## src/rtl/maquina_senha_param.sv

```systemverilog
// -----------------------------------------------------------------------------
// maquina_senha_param
//
// Parametrised digit-entry lock. Digits arrive one per strobe, most-significant
// code digit first, and are checked against CODE as they arrive. A correct
// attempt lights LED for OPEN_CYCLES cycles. A wrong attempt pulses erro for
// one cycle. MAX_TRIES consecutive wrong attempts start a lockout that lasts
// LOCK_CYCLES cycles and shows a dash on the display.
//
// Parameters:
//   N_DIGITS    digits per code (2..8)
//   DIGIT_W     bits per digit (4..8); the display decodes numero[4:1]
//   CODE        packed code, first digit entered in the most-significant slot
//   MAX_TRIES   consecutive wrong attempts before lockout (1..15)
//   OPEN_CYCLES cycles LED stays high after a correct attempt (>=1)
//   LOCK_CYCLES lockout length in cycles (>=1)
//
// Ports:
//   clk        system clock, rising edge
//   reset      synchronous, active-high reset
//   insere     digit strobe, one digit accepted per cycle while high
//   numero     digit value
//   LED        unlocked indicator
//   A..G       seven-segment outputs, active-high, registered
//   erro       one-cycle pulse on a wrong completed attempt
//   bloqueado  high during lockout
//   digitos    digits accepted so far in the current attempt
// -----------------------------------------------------------------------------
module maquina_senha_param #(
    parameter int                            N_DIGITS    = 4,
    parameter int                            DIGIT_W     = 4,
    parameter logic [N_DIGITS*DIGIT_W-1:0]   CODE        = 'h5909,
    parameter int                            MAX_TRIES   = 3,
    parameter int                            OPEN_CYCLES = 8,
    parameter int                            LOCK_CYCLES = 16
) (
    input  logic                              clk,
    input  logic                              reset,
    input  logic                              insere,
    input  logic [DIGIT_W:1]                  numero,
    output logic                              LED,
    output logic                              A,
    output logic                              B,
    output logic                              C,
    output logic                              D,
    output logic                              E,
    output logic                              F,
    output logic                              G,
    output logic                              erro,
    output logic                              bloqueado,
    output logic [$clog2(N_DIGITS+1)-1:0]     digitos
);

    localparam int CNT_W   = $clog2(N_DIGITS + 1);
    localparam int TMR_MAX = (OPEN_CYCLES > LOCK_CYCLES) ? OPEN_CYCLES : LOCK_CYCLES;
    localparam int TMR_W   = $clog2(TMR_MAX + 1);

    localparam logic [CNT_W-1:0] LAST_IDX  = CNT_W'(N_DIGITS - 1);
    localparam logic [TMR_W-1:0] OPEN_LOAD = TMR_W'(OPEN_CYCLES - 1);
    localparam logic [TMR_W-1:0] LOCK_LOAD = TMR_W'(LOCK_CYCLES - 1);
    localparam logic [3:0]       TRIES_LIM = 4'(MAX_TRIES);

    localparam logic [6:0] SEG_BLANK = 7'b0000000;
    localparam logic [6:0] SEG_DASH  = 7'b0000001;

    typedef enum logic [1:0] {
        IDLE   = 2'd0,
        ENTRY  = 2'd1,
        OPEN   = 2'd2,
        LOCKED = 2'd3
    } state_t;

    state_t             state;
    logic               mismatch;
    logic [3:0]         fail_cnt;
    logic [3:0]         fail_next;
    logic [TMR_W-1:0]   timer;
    logic [6:0]         seg;
    logic [DIGIT_W-1:0] code_digit;
    logic               digit_bad;
    logic               attempt_bad;

    // Segment order is {A,B,C,D,E,F,G}; standard hex glyphs with lowercase b and d.
    function automatic logic [6:0] hex_to_seg(input logic [3:0] v);
        logic [6:0] s;
        case (v)
            4'h0:    s = 7'b1111110;
            4'h1:    s = 7'b0110000;
            4'h2:    s = 7'b1101101;
            4'h3:    s = 7'b1111001;
            4'h4:    s = 7'b0110011;
            4'h5:    s = 7'b1011011;
            4'h6:    s = 7'b1011111;
            4'h7:    s = 7'b1110000;
            4'h8:    s = 7'b1111111;
            4'h9:    s = 7'b1111011;
            4'hA:    s = 7'b1110111;
            4'hB:    s = 7'b0011111;
            4'hC:    s = 7'b1001110;
            4'hD:    s = 7'b0111101;
            4'hE:    s = 7'b1001111;
            default: s = 7'b1000111;
        endcase
        return s;
    endfunction

    // The expected digit is picked straight out of CODE by the current position,
    // so only a sticky mismatch bit is needed instead of a buffer of entered digits.
    always_comb begin
        code_digit = '0;
        for (int i = 0; i < N_DIGITS; i++) begin
            if (digitos == CNT_W'(i)) begin
                code_digit = CODE[(N_DIGITS-1-i)*DIGIT_W +: DIGIT_W];
            end
        end
    end

    assign digit_bad   = (numero != code_digit);
    assign attempt_bad = mismatch | digit_bad;
    assign fail_next   = fail_cnt + 4'd1;

    assign {A, B, C, D, E, F, G} = seg;

    // Whole controller: digit acceptance, attempt evaluation, open and lockout
    // timers. Timers are loaded with N-1 and the exit happens on the edge that
    // sees zero, giving exactly N cycles of LED or bloqueado.
    always_ff @(posedge clk) begin
        if (reset) begin
            state     <= IDLE;
            LED       <= 1'b0;
            erro      <= 1'b0;
            bloqueado <= 1'b0;
            digitos   <= '0;
            seg       <= SEG_BLANK;
            fail_cnt  <= 4'd0;
            timer     <= '0;
            mismatch  <= 1'b0;
        end else begin
            erro <= 1'b0;
            case (state)
                IDLE, ENTRY: begin
                    if (insere) begin
                        seg <= hex_to_seg(numero[4:1]);
                        if (digitos == LAST_IDX) begin
                            digitos  <= '0;
                            mismatch <= 1'b0;
                            if (!attempt_bad) begin
                                state    <= OPEN;
                                LED      <= 1'b1;
                                fail_cnt <= 4'd0;
                                timer    <= OPEN_LOAD;
                            end else begin
                                erro <= 1'b1;
                                if (fail_next == TRIES_LIM) begin
                                    state     <= LOCKED;
                                    bloqueado <= 1'b1;
                                    seg       <= SEG_DASH;
                                    fail_cnt  <= 4'd0;
                                    timer     <= LOCK_LOAD;
                                end else begin
                                    state    <= IDLE;
                                    fail_cnt <= fail_next;
                                end
                            end
                        end else begin
                            digitos  <= digitos + 1'b1;
                            mismatch <= attempt_bad;
                            state    <= ENTRY;
                        end
                    end
                end
                OPEN: begin
                    if (timer == '0) begin
                        state <= IDLE;
                        LED   <= 1'b0;
                    end else begin
                        timer <= timer - 1'b1;
                    end
                end
                LOCKED: begin
                    if (timer == '0) begin
                        state     <= IDLE;
                        bloqueado <= 1'b0;
                        seg       <= SEG_BLANK;
                    end else begin
                        timer <= timer - 1'b1;
                    end
                end
                default: begin
                    state <= IDLE;
                end
            endcase
        end
    end

endmodule

```

## config.mk

```make
export PLATFORM = sky130hd
export DESIGN_NAME = maquina_senha_param
export DESIGN_NICKNAME = d
export VERILOG_FILES = /design/src/rtl/maquina_senha_param.sv
export SDC_FILE = /design/constraint.sdc
export NUM_CORES = 1
export LEC_CHECK = 0
export BUFFER_PORTS_ARGS = -buffer_cell sky130_fd_sc_hd__buf_4
export CORE_MARGIN = 4
export CORE_UTILIZATION = 44
export CTS_BUF_LIST = sky130_fd_sc_hd__clkbuf_8 sky130_fd_sc_hd__clkbuf_16
export DETAILED_ROUTE_END_ITERATION = 8
export HOLD_SLACK_MARGIN = 0.06
export PLACE_DENSITY = 0.66
export SYNTH_ARGS = -nofsm -noshare
export SYNTH_HDL_FRONTEND = slang
export SYNTH_SLANG_ARGS = --single-unit
export TNS_END_PERCENT = 100
```

## constraint.sdc

```tcl
create_clock -name clk -period 1.8 [get_ports clk]
set_input_delay 0.36 -clock clk [delete_from_list [all_inputs] [get_ports clk]]
set_output_delay 0.36 -clock clk [all_outputs]
set_load 0.01 [all_outputs]
```

==> impl_metrics.env, run 1 <==
export IMPL_final_nets=259
export IMPL_yosys_warnings=0
export IMPL_synthCells=184
export IMPL_syn_area_per_cell_um2=8.473
export IMPL_cts_tree="built"
export IMPL_htreeDepth=1
export IMPL_crit_cells=8
export IMPL_power_frac_clock_pct=28.4
export IMPL_hold_viol_final=0
export IMPL_critical_path_class="flop to flop"
export IMPL_yosysSeqAreaShare_pct=32.10
export IMPL_holdPathEnd="seg[3]$_SDFFE_PP0P_"
export IMPL_final_setup_skew_ps=5.383
export IMPL_rsz0062_at_grt="true"
export IMPL_fin_setup_tns_ps=-1138
export IMPL_critPathMaxStageDelay_ps=410
export IMPL_grt_overflow_total=0
export IMPL_clkLatencyLatePin_ps=280
export IMPL_viasPerCell=5.440
export IMPL_dp_slack_ps=-164.3
export IMPL_gp_congestion=0.8881
export IMPL_synth_cell_types=50
export IMPL_max_freq_mhz=515.7
export IMPL_synthFlopType="dfxtp_1"
export IMPL_syn_num_nets=204
export IMPL_postRouteAntennaNets=0
export IMPL_syn_area_um2=1559
export IMPL_numCtsBuffers=3
export IMPL_vias=1545
export IMPL_die_area_um2=4560
export IMPL_ir_drop_uv=443.9
export IMPL_violations="negative setup slack"
export IMPL_port_buffers=19
export IMPL_finalMaxSlewViolations=0
export IMPL_hp_class="primary input to flop"
export IMPL_fin_ws_ps=-139.2
export IMPL_boundaryPins=20
export IMPL_grt_pass1_vias=1516
export IMPL_place_hpwl_um=2981
export IMPL_drt_pass1_iterations=4
export IMPL_clock_sinks=25
export IMPL_power_switching_mw=0.3584
export IMPL_cap_violations=0
export IMPL_antenna_found_initial=0
export IMPL_hold_path_startpoint="reset"
export IMPL_synth_edf_count=0
export IMPL_path_clk_slew_ps=100
export IMPL_combPwrFrac_pct=24.0
export IMPL_crit_required_ps=2020
export IMPL_fp_dieH_um=67.53
export IMPL_worst_pin_slew_ps=341.4
export IMPL_critical_path_arrival_ps=2160
export IMPL_area_growth_pct=43.34
export IMPL_async_flop_share_pct=0
export IMPL_seqPwrFrac_pct=47.6
export IMPL_whs_path_depth=2
export IMPL_r2r_end="seg[3]$_SDFFE_PP0P_"
export IMPL_cts_root_buf="clkbuf_8"
export IMPL_utilization_pct=65.93
export IMPL_status="finished with violations"
export IMPL_cts_buffer_depth=2
export IMPL_setup_viol=19
export IMPL_grt_max_degree=27
export IMPL_p_leak_nw=0.9134
export IMPL_timing_final_crit_share_pct=107.7
export IMPL_r2r_start="digitos[1]$_SDFFE_PP0P_"
export IMPL_slew_headroom_pct=77.24
export IMPL_rrSetupSlack_ps=-140
export IMPL_diodes=0
export IMPL_wire_per_inst_um=13.83
export IMPL_cp_end_kind="flop"
export IMPL_start_util_pct=45.99
export IMPL_period_minus_slack_ps=1939
export IMPL_intPower_mw=0.8845
export IMPL_rows=21
export IMPL_drc=0
export IMPL_die_w_um=67.53
export IMPL_swShare_pct=28.84
export IMPL_critPathLaunchType="flop"
export IMPL_cp_cell_sequence="inv_4 -> ha_4 -> nor4_4 -> xnor2_2 -> buf_4 -> o211ai_4 -> or3b_4 -> a21oi_2"
export IMPL_final_layout_size_suffix_gt1_share_pct=40.76
export IMPL_path_delay_family="simple AND/OR/NAND/NOR gates"
export IMPL_nFillCells=270
export IMPL_drtIter0Drc=125
export IMPL_p_per_area_nw_per_um2=556.2
export IMPL_crit_slowest_cell="dfxtp_4"
export IMPL_wl_um=3928
export IMPL_hold_slack_ps=444.6
export IMPL_crit_path_max_fanout=5
export IMPL_cp_buffers_inverters=2
export IMPL_r2r_cells=8
export IMPL_core_um2=3390
export IMPL_grt_usage_pct=19.67
export IMPL_synth_seq_cells=25
export IMPL_grt_pass1_wl_um=6927
-- sequential cells by signal (all words and copies together), names as in the netlist --
signal / count
LED: 1
bloqueado: 1
digitos: 3
erro: 1
fail_cnt: 4
mismatch: 1
seg: 7
state: 2
timer: 5
-- final cells by class --
| class | instances | area, µm² | share of cell area [%] |
|---|---|---|---|
| Clock buffer | 3 | 41.29 | 1.848 |
| Clock inverter | 1 | 6.256 | 0.2800 |
| Inverter | 13 | 53.80 | 2.408 |
| Multi-Input combinational cell | 137 | 1112 | 49.78 |
| Sequential cell | 25 | 509.2 | 22.79 |
| Tap cell | 46 | 57.56 | 2.576 |
| Timing Repair Buffer | 59 | 454.2 | 20.32 |
-- layer usage --
metal | wire length (µm) | global-route usage (%)
met1 | 1765 | 24.70
met3 | 123 | 3.661
met2 | 1960 | 33.78
met5 | 0 | 0
met4 | 78 | 6.076
-- worst max path at each step --
stage | startpoint | endpoint | slack [ps]
6_report | digitos[1]$_SDFFE_PP0P_ | seg[3]$_SDFFE_PP0P_ | -140
5_1_grt | digitos[1]$_SDFFE_PP0P_ | timer[3]$_SDFFE_PP0P_ | -240
4_1_cts | digitos[1]$_SDFFE_PP0P_ | seg[3]$_SDFFE_PP0P_ | -130
3_5_place_dp | digitos[0]$_SDFFE_PP0P_ | timer[3]$_SDFFE_PP0P_ | -160
3_3_place_gp | digitos[0]$_SDFFE_PP0P_ | timer[3]$_SDFFE_PP0P_ | -100
2_1_floorplan | digitos[0]$_SDFFE_PP0P_ | seg[3]$_SDFFE_PP0P_ | -100
-- cells in the mapped netlist (2+ instances only) --
master     count  area, µm²
clkbuf_1       6      22.52
buf_2          2      10.01
xor2_1         2      17.52
ha_1          13      162.7
nor2b_1        4      25.02
mux2i_1        2      20.02
nand2_1       15      56.30
nor2_1        15      56.30
nand2b_1       5      31.28
or4_1          2      15.01
a22oi_1        2      15.01
inv_1         13      48.80
a31oi_1        2      12.51
a21oi_1       14      70.07
o21ai_1        2      10.01
o2111ai_1      3      26.28
o21ai_0        6      30.03
nor4b_1        2      17.52
nand3_1       10      50.05
dfxtp_1       25      500.5
nor3_1         5      25.02
a32oi_1        3      26.28
o31a_1         4      35.03
-- placed cells by master, fill, tap and decap left out, drive strengths merged, types with 2 or more instances in the layout --
cell type | netlist | final
nor2b | 4 | 4
o2111ai | 3 | 3
nand2 | 15 | 15
o211ai | 2 | 2
ha | 13 | 13
clkbuf | 6 | 3
a22oi | 2 | 2
nor2 | 16 | 16
buf | 3 | 59
nor3 | 5 | 5
a21oi | 15 | 15
nor4b | 2 | 2
xor2 | 2 | 2
a32oi | 3 | 3
o31a | 4 | 4
o21ai | 8 | 8
dfxtp | 25 | 25
mux2i | 2 | 2
inv | 13 | 14
nand2b | 6 | 6
nand3 | 10 | 10
a31oi | 2 | 2
or4 | 2 | 2
-- kinds of logic (layout without fill, tap and decap cells) --
family / count (synthesis) / in the layout / share of synthesized area [%]
AND/OR/NAND/NOR: 69 / 69 / 24.16
AO/OA/AOI/OAI: 49 / 49 / 22.96
flip-flops: 25 / 25 / 32.10
buffers and inverters: 22 / 76 / 5.457
adder cells (fa/ha/maj): 13 / 13 / 10.43
XOR/XNOR: 3 / 3 / 2.167
multiplexers: 3 / 3 / 2.729
-- power by group through the flow --
stage | registers, mW | clock network (mW) | logic (mW)
after floorplan | 0.609 | 0 | 0.142
after global placement | 0.602 | 0 | 0.237
after detailed placement | 0.603 | 0 | 0.245
after CTS | 0.591 | 0.358 | 0.288
after global routing | 0.594 | 0.391 | 0.327
final | 0.591 | 0.353 | 0.298
-- per-stage QoR --
step / total power [mW] / area (µm²) / cells
global route: 1.313 / 2235 / 284
global placement: 0.8393 / 2041 / 275
CTS: 1.237 / 2195 / 284
detailed placement: 0.8481 / 2041 / 275
floorplan: 0.7513 / 1615 / 184
finish: 1.243 / 2235 / 284
-- worst reg2reg max path: stages (launching register included) --
cell and delay [ps]:
dfxtp_4 410, inv_4 50, ha_4 170, nor4_4 300, xnor2_2 120, buf_4 160
o211ai_4 170, or3b_4 400, a21oi_2 110
-- timing repair --
item | CTS | global route
pin swaps | 10 | 6
gates cloned | 0 | 0
setup buffers | 5 | 0
hold endpoints to repair | 0 | 0
setup endpoints to repair | 21 | 22
hold buffers | 0 | 0
resized for setup | 15 | 8
Power figures use the tool's default switching activity.
==> run 2, diff against run 1 <==
--- a/config.mk
+++ b/config.mk
@@ -6,12 +6,13 @@
 export NUM_CORES = 1
 export LEC_CHECK = 0
 export BUFFER_PORTS_ARGS = -buffer_cell sky130_fd_sc_hd__buf_4
+export CAP_MARGIN = 40
 export CORE_MARGIN = 4
 export CORE_UTILIZATION = 44
 export CTS_BUF_LIST = sky130_fd_sc_hd__clkbuf_8 sky130_fd_sc_hd__clkbuf_16
 export DETAILED_ROUTE_END_ITERATION = 8
 export HOLD_SLACK_MARGIN = 0.06
-export PLACE_DENSITY = 0.66
+export SKIP_LAST_GASP = 1
 export SYNTH_ARGS = -nofsm -noshare
 export SYNTH_HDL_FRONTEND = slang
 export SYNTH_SLANG_ARGS = --single-unit
==> constraint.sdc (replaced) <==
create_clock -name clk -period 2.1 [get_ports clk]
set_input_delay 0.42 -clock clk [delete_from_list [all_inputs] [get_ports clk]]
set_output_delay 0.42 -clock clk [all_outputs]
set_load 0.01 [all_outputs]
==> run 2 against run 1 <==
Compared with the run above:
- worst hold slack gained 28 ps
- the run now ends clean
- final cell count is 9.5% lower
- highest routed layer unchanged
- wire length is 4.4% lower
- setup slack improved by 170 ps
- maximum frequency is 6.3% lower
==> impl_metrics.env, run 2 (synthesized netlist as in run 1, its figures left out) <==
export IMPL_path_clk_slew_ps=100
export IMPL_finalMaxSlewViolations=0
export IMPL_numCtsBuffers=3
export IMPL_drtIter0Drc=67
export IMPL_grt_usage_pct=17.37
export IMPL_final_cell_mix="32 x buf_4, 23 x dfxtp_1, 15 x nand2_1, 15 x nor2_1, 13 x a21oi_1"
export IMPL_period_minus_slack_ps=2070
export IMPL_fp_dieH_um=67.53
export IMPL_nFillCells=310
export IMPL_layout_commonest_cell="buf_4"
export IMPL_hp_class="flop to flop"
export IMPL_largest_reg_flops=7
export IMPL_rsz0062_at_grt="true"
export IMPL_grt_pass1_wl_um=6182
export IMPL_cts_hold_buf=0
export IMPL_seqPwrFrac_pct=49.1
export IMPL_grt_max_degree=27
export IMPL_max_freq_mhz=483.0
export IMPL_clock_sinks=25
export IMPL_wire_per_inst_um=14.61
export IMPL_r2r_cells=8
export IMPL_start_util_pct=45.99
export IMPL_final_nets=232
export IMPL_gp_congestion=0.8952
export IMPL_crit_required_ps=2320
export IMPL_final_layout_size_suffix_gt1_share_pct=29.38
export IMPL_status="completed"
export IMPL_crit_path_max_fanout=5
export IMPL_place_hpwl_um=2606
export IMPL_fin_cells=257
export IMPL_area_growth_pct=28.33
export IMPL_dp_slack_ps=-12.96
export IMPL_rrSetupSlack_ps=30
export IMPL_cp_endpoint="seg[3]$_SDFFE_PP0P_"
export IMPL_diodes=0
export IMPL_hold_viol_final=0
export IMPL_port_buffers=19
export IMPL_critical_path_class="flop to flop"
export IMPL_r2r_end="seg[3]$_SDFFE_PP0P_"
export IMPL_worstSetupStartpoint="digitos[0]$_SDFFE_PP0P_"
export IMPL_power_frac_clock_pct=29.0
export IMPL_cts_buffer_depth=2
export IMPL_top_register="seg"
export IMPL_timing_final_crit_share_pct=98.58
export IMPL_cts_root_buf="clkbuf_8"
export IMPL_slew_headroom_pct=70.57
export IMPL_viasPerCell=5.560
export IMPL_intPower_mw=0.7322
export IMPL_postRouteAntennaNets=0
export IMPL_drt_pass1_iterations=4
export IMPL_seq_area_um2=508.0
export IMPL_die_area_um2=4560
export IMPL_r2r_start="digitos[0]$_SDFFE_PP0P_"
export IMPL_final_setup_skew_ps=7.659
export IMPL_antenna_found_initial=0
export IMPL_dp_cells=249
export IMPL_multiInputGateArea_um2=1095
export IMPL_cap_violations=0
export IMPL_p_leak_nw=0.7679
export IMPL_die_w_um=67.53
export IMPL_ir_drop_uv=235.7
export IMPL_cp_end_kind="flop"
export IMPL_vias=1429
export IMPL_critical_path_arrival_ps=2290
export IMPL_swShare_pct=28.90
export IMPL_top_regs="seg x7, timer x5, fail_cnt x4"
export IMPL_grt_pass1_vias=1379
export IMPL_rows=21
export IMPL_htreeDepth=1
export IMPL_core_um2=3390
export IMPL_worst_pin_slew_ps=440.9
export IMPL_boundaryPins=20
export IMPL_cts_tree="built"
export IMPL_critPathLaunchType="flop"
export IMPL_combPwrFrac_pct=21.9
export IMPL_drc=0
export IMPL_power_switching_mw=0.2976
export IMPL_p_per_area_nw_per_um2=514.7
export IMPL_grt_overflow_total=0
export IMPL_clkLatencyLatePin_ps=270
export IMPL_wl_um=3754
export IMPL_fin_ws_ps=29.79
export IMPL_setup_viol=0
-- run 2: changes by cell type in the layout (fill, tap and decap cells not counted), sizes merged --
| cell | change |
|---|---|
| buf | -27 |
| inv | -1 |
| clkinvlp | +1 |
-- run 2: how the worst min path moves through the flow --
stage                             start                       end  slack [ps]  cells after the start
3_5_place_dp        seg[4]$_SDFFE_PP0P_       seg[4]$_SDFFE_PP0P_         460                      2
2_1_floorplan  fail_cnt[3]$_SDFFE_PP0P_  fail_cnt[3]$_SDFFE_PP0P_         470                      2
4_1_cts             seg[4]$_SDFFE_PP0P_       seg[4]$_SDFFE_PP0P_         480                      2
6_report            seg[4]$_SDFFE_PP0P_       seg[4]$_SDFFE_PP0P_         470                      2
3_3_place_gp        seg[4]$_SDFFE_PP0P_       seg[4]$_SDFFE_PP0P_         460                      2
5_1_grt                           reset  fail_cnt[0]$_SDFFE_PP0P_         510                      2
-- run 2: per-stage QoR --
step                      total power [mW]  TNS [ps]  utilization, %  hold WS [ps]  area, µm²
after floorplan                     0.6345         0               -         475.0       1559
after global placement              0.6913         0           52.82         458.8       1790
after detailed placement            0.6953    -23.78           52.82         462.8       1790
after CTS                           0.9929         0           54.34         477.2       1842
after global routing                 1.081    -120.1           59.03         512.4       2001
final                                1.030         0           59.03         472.2       2001
-- run 2: layout make-up --
cell class / instances / share of cell area [%]
Tap cell: 46 / 2.877
Sequential cell: 25 / 25.39
Clock buffer: 3 / 2.064
Inverter: 13 / 2.564
Clock inverter: 1 / 0.3752
Timing Repair Buffer: 32 / 12.01
Multi-Input combinational cell: 137 / 54.72
-- run 2: power by group through the flow --
| stage | combinational [mW] | clock, mW | sequential [mW] |
|---|---|---|---|
| after detailed placement | 0.180 | 0 | 0.515 |
| after CTS | 0.181 | 0.307 | 0.505 |
| after floorplan | 0.116 | 0 | 0.519 |
| final | 0.226 | 0.298 | 0.506 |
| after global routing | 0.247 | 0.326 | 0.509 |
| after global placement | 0.178 | 0 | 0.514 |
-- run 2: routing by layer --
metal  share of wire [%]  wire length [µm]  GRT usage (%)  up-vias
met4                0.96                36          5.316        0
met5                   0                 0              0        -
met1                  45              1704          21.52      694
met3                 2.2                84          2.163        4
met2                  51              1928          30.98       16
li1                    -                 -              -      715
-- run 2: repair_timing --
item	CTS	global route
pin swaps	0	7
resized for setup	2	26
endpoints found under the setup margin	4	16
buffers inserted	0	4
-- run 2: worst max-delay path: stages (launching register included) --
cell      delay [ps]
dfxtp_4          380
ha_4             170
nand2b_4         140
nor4_4           320
xnor2_2          180
buf_4            170
o211ai_4         150
or3b_4           400
a21oi_2          110
